`config.mk`:
```
export PLATFORM = sky130hd
export DESIGN_NAME = cronometro_ctrl
export DESIGN_NICKNAME = d
export VERILOG_FILES = /design/src/rtl/cronometro_pkg.sv /design/src/rtl/digito_bcd.sv /design/src/rtl/cronometro_ctrl.sv
export SDC_FILE = /design/constraint.sdc
export NUM_CORES = 1
export LEC_CHECK = 0
export CORE_UTILIZATION = 40
export DETAILED_ROUTE_END_ITERATION = 16
export PLACE_DENSITY = 0.69
export SLEW_MARGIN = 20
export SYNTH_ARGS = -nofsm -noshare
export SYNTH_HDL_FRONTEND = slang
export SYNTH_SLANG_ARGS = --single-unit
```
`constraint.sdc`:
```
create_clock -name clk -period 1.9 [get_ports clk]
set_input_delay 0.19 -clock clk [delete_from_list [all_inputs] [get_ports clk]]
set_output_delay 0.19 -clock clk [all_outputs]
set_load 0.02 [all_outputs]
```
`src/rtl/cronometro_pkg.sv`:
```
// Shared types and constants for the cronometro stopwatch controller.
// Contents: FSM state encoding, BCD digit type, largest BCD digit value.
// No ports; imported by digito_bcd and cronometro_ctrl.
package cronometro_pkg;

    typedef enum logic [1:0] {
        IDLE  = 2'd0,
        RUN   = 2'd1,
        PAUSE = 2'd2
    } state_t;

    typedef logic [3:0] bcd_t;

    localparam bcd_t BCD_MAX = 4'd9;

endpackage

```
`src/rtl/digito_bcd.sv`:
```
// One mod-10 BCD digit of the stopwatch count chain.
// Ports: clk, reset (sync, active-high), clr (sync zero), en (count enable),
//        q (current digit), carry (en while the digit sits at 9, i.e. it wraps).
module digito_bcd
    import cronometro_pkg::*;
(
    input  logic clk,
    input  logic reset,
    input  logic clr,
    input  logic en,
    output bcd_t q,
    output logic carry
);

    bcd_t q_q;
    bcd_t q_d;

    always_comb begin
        q_d = q_q;
        if (clr) begin
            q_d = '0;
        end else if (en) begin
            q_d = (q_q == BCD_MAX) ? '0 : q_q + 4'd1;
        end
    end

    always_ff @(posedge clk) begin
        if (reset) begin
            q_q <= '0;
        end else begin
            q_q <= q_d;
        end
    end

    assign q     = q_q;
    // Combinational carry feeds the enable of the next digit up, so a whole
    // run of 9s rolls over on the same tick.
    assign carry = en && (q_q == BCD_MAX);

endmodule

```
`src/rtl/cronometro_ctrl.sv`:
```
// Start/stop/clear stopwatch: prescaler, run/pause FSM and a cascade of BCD digits.
// Ports: clk, reset (sync, active-high), start/stop/clear (level commands,
//        priority clear > stop > start), q (BCD count), running, overflow (sticky).
module cronometro_ctrl
    import cronometro_pkg::*;
#(
    parameter int unsigned DIGITS   = 4,
    parameter int unsigned PRESCALE = 10
) (
    input  logic                  clk,
    input  logic                  reset,
    input  logic                  start,
    input  logic                  stop,
    input  logic                  clear,
    output logic [4*DIGITS-1:0]   q,
    output logic                  running,
    output logic                  overflow
);

    // Keep the prescaler at least one bit wide so PRESCALE=1 still elaborates.
    localparam int unsigned       PW         = (PRESCALE > 1) ? $clog2(PRESCALE) : 1;
    localparam logic [PW-1:0]     PRESC_LAST = PW'(PRESCALE - 1);

    state_t          state_q, state_d;
    logic [PW-1:0]   presc_q, presc_d;
    logic            overflow_q, overflow_d;
    logic            running_q, running_d;

    logic            tick;
    logic            cnt_en;
    logic [DIGITS-1:0] dig_en;
    logic [DIGITS-1:0] dig_carry;

    // Tick is a function of registered state only; the commands decide what
    // happens with it, not whether it exists.
    assign tick   = (state_q == RUN) && (presc_q == PRESC_LAST);
    // Clear on the tick edge wins over the increment; stop does not.
    assign cnt_en = tick && !clear;

    // ------------------------------------------------------------------
    // FSM next state
    // ------------------------------------------------------------------
    always_comb begin
        state_d = state_q;
        if (clear) begin
            state_d = IDLE;
        end else begin
            unique case (state_q)
                IDLE:    if (start) state_d = RUN;
                RUN:     if (stop)  state_d = PAUSE;
                // stop outranks start, so both together keep us paused.
                PAUSE:   if (start && !stop) state_d = RUN;
                default: state_d = IDLE;
            endcase
        end
    end

    // ------------------------------------------------------------------
    // Prescaler, overflow flag, running flag
    // ------------------------------------------------------------------
    always_comb begin
        presc_d    = presc_q;
        overflow_d = overflow_q;
        running_d  = (state_d == RUN);

        if (clear) begin
            presc_d = '0;
        end else if (state_q == RUN) begin
            presc_d = tick ? '0 : presc_q + PW'(1);
        end
        // In PAUSE the prescaler keeps its phase so resuming finishes the
        // interrupted interval rather than starting a fresh one.

        if (clear) begin
            overflow_d = 1'b0;
        end else if (dig_carry[DIGITS-1]) begin
            // Carry out of the top digit means every digit was 9 on a tick.
            overflow_d = 1'b1;
        end
    end

    always_ff @(posedge clk) begin
        if (reset) begin
            state_q    <= IDLE;
            presc_q    <= '0;
            overflow_q <= 1'b0;
            running_q  <= 1'b0;
        end else begin
            state_q    <= state_d;
            presc_q    <= presc_d;
            overflow_q <= overflow_d;
            running_q  <= running_d;
        end
    end

    // ------------------------------------------------------------------
    // Digit cascade
    // ------------------------------------------------------------------
    for (genvar k = 0; k < DIGITS; k++) begin : g_digit
        if (k == 0) begin : g_lsb
            assign dig_en[k] = cnt_en;
        end else begin : g_upper
            assign dig_en[k] = dig_carry[k-1];
        end

        digito_bcd u_digit (
            .clk   (clk),
            .reset (reset),
            .clr   (clear),
            .en    (dig_en[k]),
            .q     (q[4*k +: 4]),
            .carry (dig_carry[k])
        );
    end

    assign running  = running_q;
    assign overflow = overflow_q;

endmodule

```
==> results by group, run 1 <==
Setup path
  • Worst Path Required: 2.16 ns
  • Reg2Reg Setup Slack: 0.11 ns
  • Critical path depth in cells: 5
  • Worst path max stage delay: 0.53 ns
  • Crit Path Class: reg2reg
  • Reg2Reg Depth: 5
  • Critical path launch point: presc_q[0]$_SDFFE_PP0N_
  • Crit. End Element: flop
  • Cell Chain, Critical Path: ha_1 > and3b_1 > nand4_4 > or4_1 > a21oi_1
  • Worst Path Buf+Inv: 0
  • Worst setup SP type: flop
  • Data arrival time of the critical path: 2.05 ns
  • Reg2reg end: g_digit[3].u_digit.q[1]$_SDFFE_PP0P_
  • Crit Path Max Fanout: 10
  • Slowest CP cell: or4_1
  • Crit path max-delay family: simple AND/OR/NAND/NOR gates
  • R2r startpoint: presc_q[0]$_SDFFE_PP0N_

Logic synthesis
  • Area contributors post-synth: dfxtp_1 38%, a21oi_1 6.0%, and4bb_2 4.0%, nor2_1 3.9%, mux2i_1 2.4%
  • Post-synth EDFFs: 0
  • Main synth FF type: dfxtp_1
  • Ys async rst share: 0%
  • Library cells used by synthesis: 43
  • Synth top area share: 38.1%
  • Yosys top cell by area: dfxtp_1
  • Post-Syn Area: 1260 sq um
  • Syn_area_per_cell: 8.81 sq um
  • Most frequent cell after synthesis: dfxtp_1
  • Top cells by count, synth: 24 x dfxtp_1, 15 x a21oi_1, 13 x nor2_1
  • Syn Nets: 150
  • Sequential fraction of the synthesis area: 38.1%
  • Ys Warns: 0
  • Post-synthesis register bit count: 24
  • Synth Instances: 143

STA
  • Relative slew slack: 72.2%
  • RSZ-0062 raised after global routing: false
  • Worst Skew: 0.00234 ns
  • Fmax achieved: 558 MHz
  • Worst Max-Slew Pin Slew: 0.417 ns
  • Hold slack: 0.480 ns
  • Final critical-path share of the clock period: 94.3%
  • Tmin final: 1.79 ns
  • Final Max Tran Viols: 0
  • Setup ws final: 0.108 ns
  • Final Hold Violating Endpoints: 0
  • Setup Viol. Count Final: 0

Route
  • DR vias/cell: 5.30
  • Post-DR wirelength/cell: 12.7 um
  • DR iter-0 viols: 28
  • Vias: 1124
  • Remaining DRCs: 0
  • Pre-antenna DRT Iters: 4
  • ANT nets after route: 0
  • Routed WL: 2.70 mm

Global routing
  • First-pass GRT wire length: 4.62 mm
  • Initial antenna violation count: 0
  • GR Overflow Total: 0
  • Number of global-route vias before repair: 1050
  • Largest net degree at the start of global routing: 22
  • Gr usage total: 17.6%

Worst hold path
  • Hold Path Depth: 1
  • Hold WC Path Type: reg2reg
  • WHS Endpoint: overflow$_SDFFE_PP0P_
  • Hold Startpoint: overflow$_SDFFE_PP0P_

CTS
  • Post-CTS sizing: 0
  • TritonCTS clock tree: yes
  • CTS buffer count: 3
  • Hold_buf cts: 0
  • CTS Sinks: 24
  • Root Buffer: clkbuf_4
  • Setup Fix Bufs, Post-CTS: 0
  • H-tree Lvls: 1
  • Clock-pin slew on the worst setup and hold paths: 0.14 ns
  • Clock Latency Late Sink: 0.33 ns
  • Max clock buf depth: 2

Power
  • Max VDD drop: 0.361 mV
  • Pint: 0.641 mW
  • P_sw: 0.190 mW
  • Combinational fraction of design power: 4.6%
  • Switching part of the total: 22.9%
  • Reg power frac: 61.2%
  • Power, Total: 0.831 mW
  • Power per Cell Area: 529 nW/um^2
  • Leakage: 0.547 nW
  • Clock Power Share: 34.2%

Die
  • Die H: 58.1 um
  • Starting Density: 41.6%
  • Core area: 3030 sq um
  • Io pins: 23
  • Die W: 58.1 um
  • Row cnt: 20
  • Die Area: 3380 sq um

Cells and area
  • Core Util, Final: 51.9%
  • Inserted Diodes: 0
  • Area growth, synth to finish: 24.7%
  • # nets final: 176
  • Layout cells sized above 1: 13.7%
  • Final Cell Area: 1570 sq um
  • Fillers: 301

Placed design
  • Placed cell area: 1540 sq um
  • RePlAce Congestion: 0.740
  • PortBufs: 22
  • Dpl ws: -0.0786 ns
  • Post-DP HPWL: 1.96 mm

Run
  • Maxcap violations: 0

Status
  • Status: complete, no violations
[cell usage in the layout, fill, tap and decap left out, types with 2 or more instances in the layout]
cell type | netlist | routed
clkbuf_4 | 0 | 3
ha_1 | 2 | 2
mux2i_1 | 3 | 3
dfxtp_1 | 24 | 24
o31ai_1 | 2 | 2
nand2_1 | 7 | 7
a31oi_1 | 4 | 4
buf_4 | 1 | 4
nand2b_1 | 2 | 2
a21oi_1 | 15 | 15
clkdlybuf4s50_1 | 0 | 22
nand4_1 | 2 | 2
nor3_1 | 4 | 4
nand3_1 | 6 | 6
o21ai_0 | 6 | 6
and4bb_2 | 4 | 4
or3_1 | 4 | 4
or2_2 | 2 | 2
nand3b_1 | 4 | 4
nor2_1 | 13 | 13
or4_1 | 3 | 3
inv_1 | 7 | 7
and2b_2 | 2 | 2
nor2b_1 | 3 | 3
[area by class of cell]
| cell class | count | area (sq um) | share of cell area, % |
|---|---|---|---|
| repair buffers | 26 | 250 | 15.9 |
| flip-flops and latches | 24 | 480 | 30.6 |
| well taps | 44 | 55.1 | 3.50 |
| inverters | 7 | 26.3 | 1.67 |
| multi-input cells | 107 | 723 | 46.0 |
| clock buffers | 4 | 36.3 | 2.31 |
[worst max path at each step]
stage / end / slack [ns]
4_1_cts: g_digit[3].u_digit.q[1]$_SDFFE_PP0P_ / 0.10
5_1_grt: g_digit[3].u_digit.q[1]$_SDFFE_PP0P_ / 0.005
2_1_floorplan: g_digit[2].u_digit.q[0]$_SDFFE_PP0N_ / 0.28
6_report: g_digit[3].u_digit.q[1]$_SDFFE_PP0P_ / 0.11
3_3_place_gp: g_digit[3].u_digit.q[1]$_SDFFE_PP0P_ / 0.02
3_5_place_dp: g_digit[3].u_digit.q[1]$_SDFFE_PP0P_ / -0.08
[power groups by stage]
stage                     Clock [mW]  Sequential [mW]  Combinational, mW
after floorplan                    0            0.520             0.0191
after detailed placement           0            0.520             0.0383
after global placement             0            0.520             0.0366
after global routing           0.317            0.510             0.0421
after CTS                      0.291            0.509             0.0385
final                          0.284            0.509             0.0378
[state kept, by name, indices dropped and copies added (netlist names)]
name	cells
state_q	2
running	1
overflow	1
presc_q	4
g_digit.u_digit.q	16
[worst reg2reg max path: cells and delay by family (launching register included)]
family / cells / cell delay (ns)
AND/OR/NAND/NOR: 3 / 0.93
flip-flops: 1 / 0.43
adder cells (fa/ha/maj): 1 / 0.19
AO/OA/AOI/OAI: 1 / 0.17
[stage by stage]
stage | setup TNS [ns] | std cells
after floorplan | 0 | 143
after global placement | 0 | 208
after detailed placement | -0.133 | 208
after CTS | 0 | 212
after global routing | 0 | 212
final | 0 | 212
[metal layers]
| metal | up-vias | global-route usage (%) | routed length (um) |
|---|---|---|---|
| met1 | 534 | 21.7 | 1250 |
| met5 | - | 0 | 0 |
| li1 | 571 | - | - |
| met2 | 16 | 30.7 | 1360 |
| met4 | 0 | 4.42 | 19 |
| met3 | 3 | 4.02 | 68 |
[cells by family after synthesis]
family	Yosys count	synth area share, %
AO/OA/AOI/OAI	32	15.0
adder cells (fa/ha/maj)	2	1.99
XOR/XNOR	2	1.39
flip-flops	24	38.1
buffers and inverters	12	4.47
multiplexers	3	2.38
AND/OR/NAND/NOR	68	36.6
(Power assumes the default switching activity.)
==> inputs of run 2 (changes only) <==
Settings changed: GPL_ROUTABILITY_DRIVEN set to 0.
==> results of run 2 <==
Same layout as run 1: the final DEF is identical, and so are final timing and power.
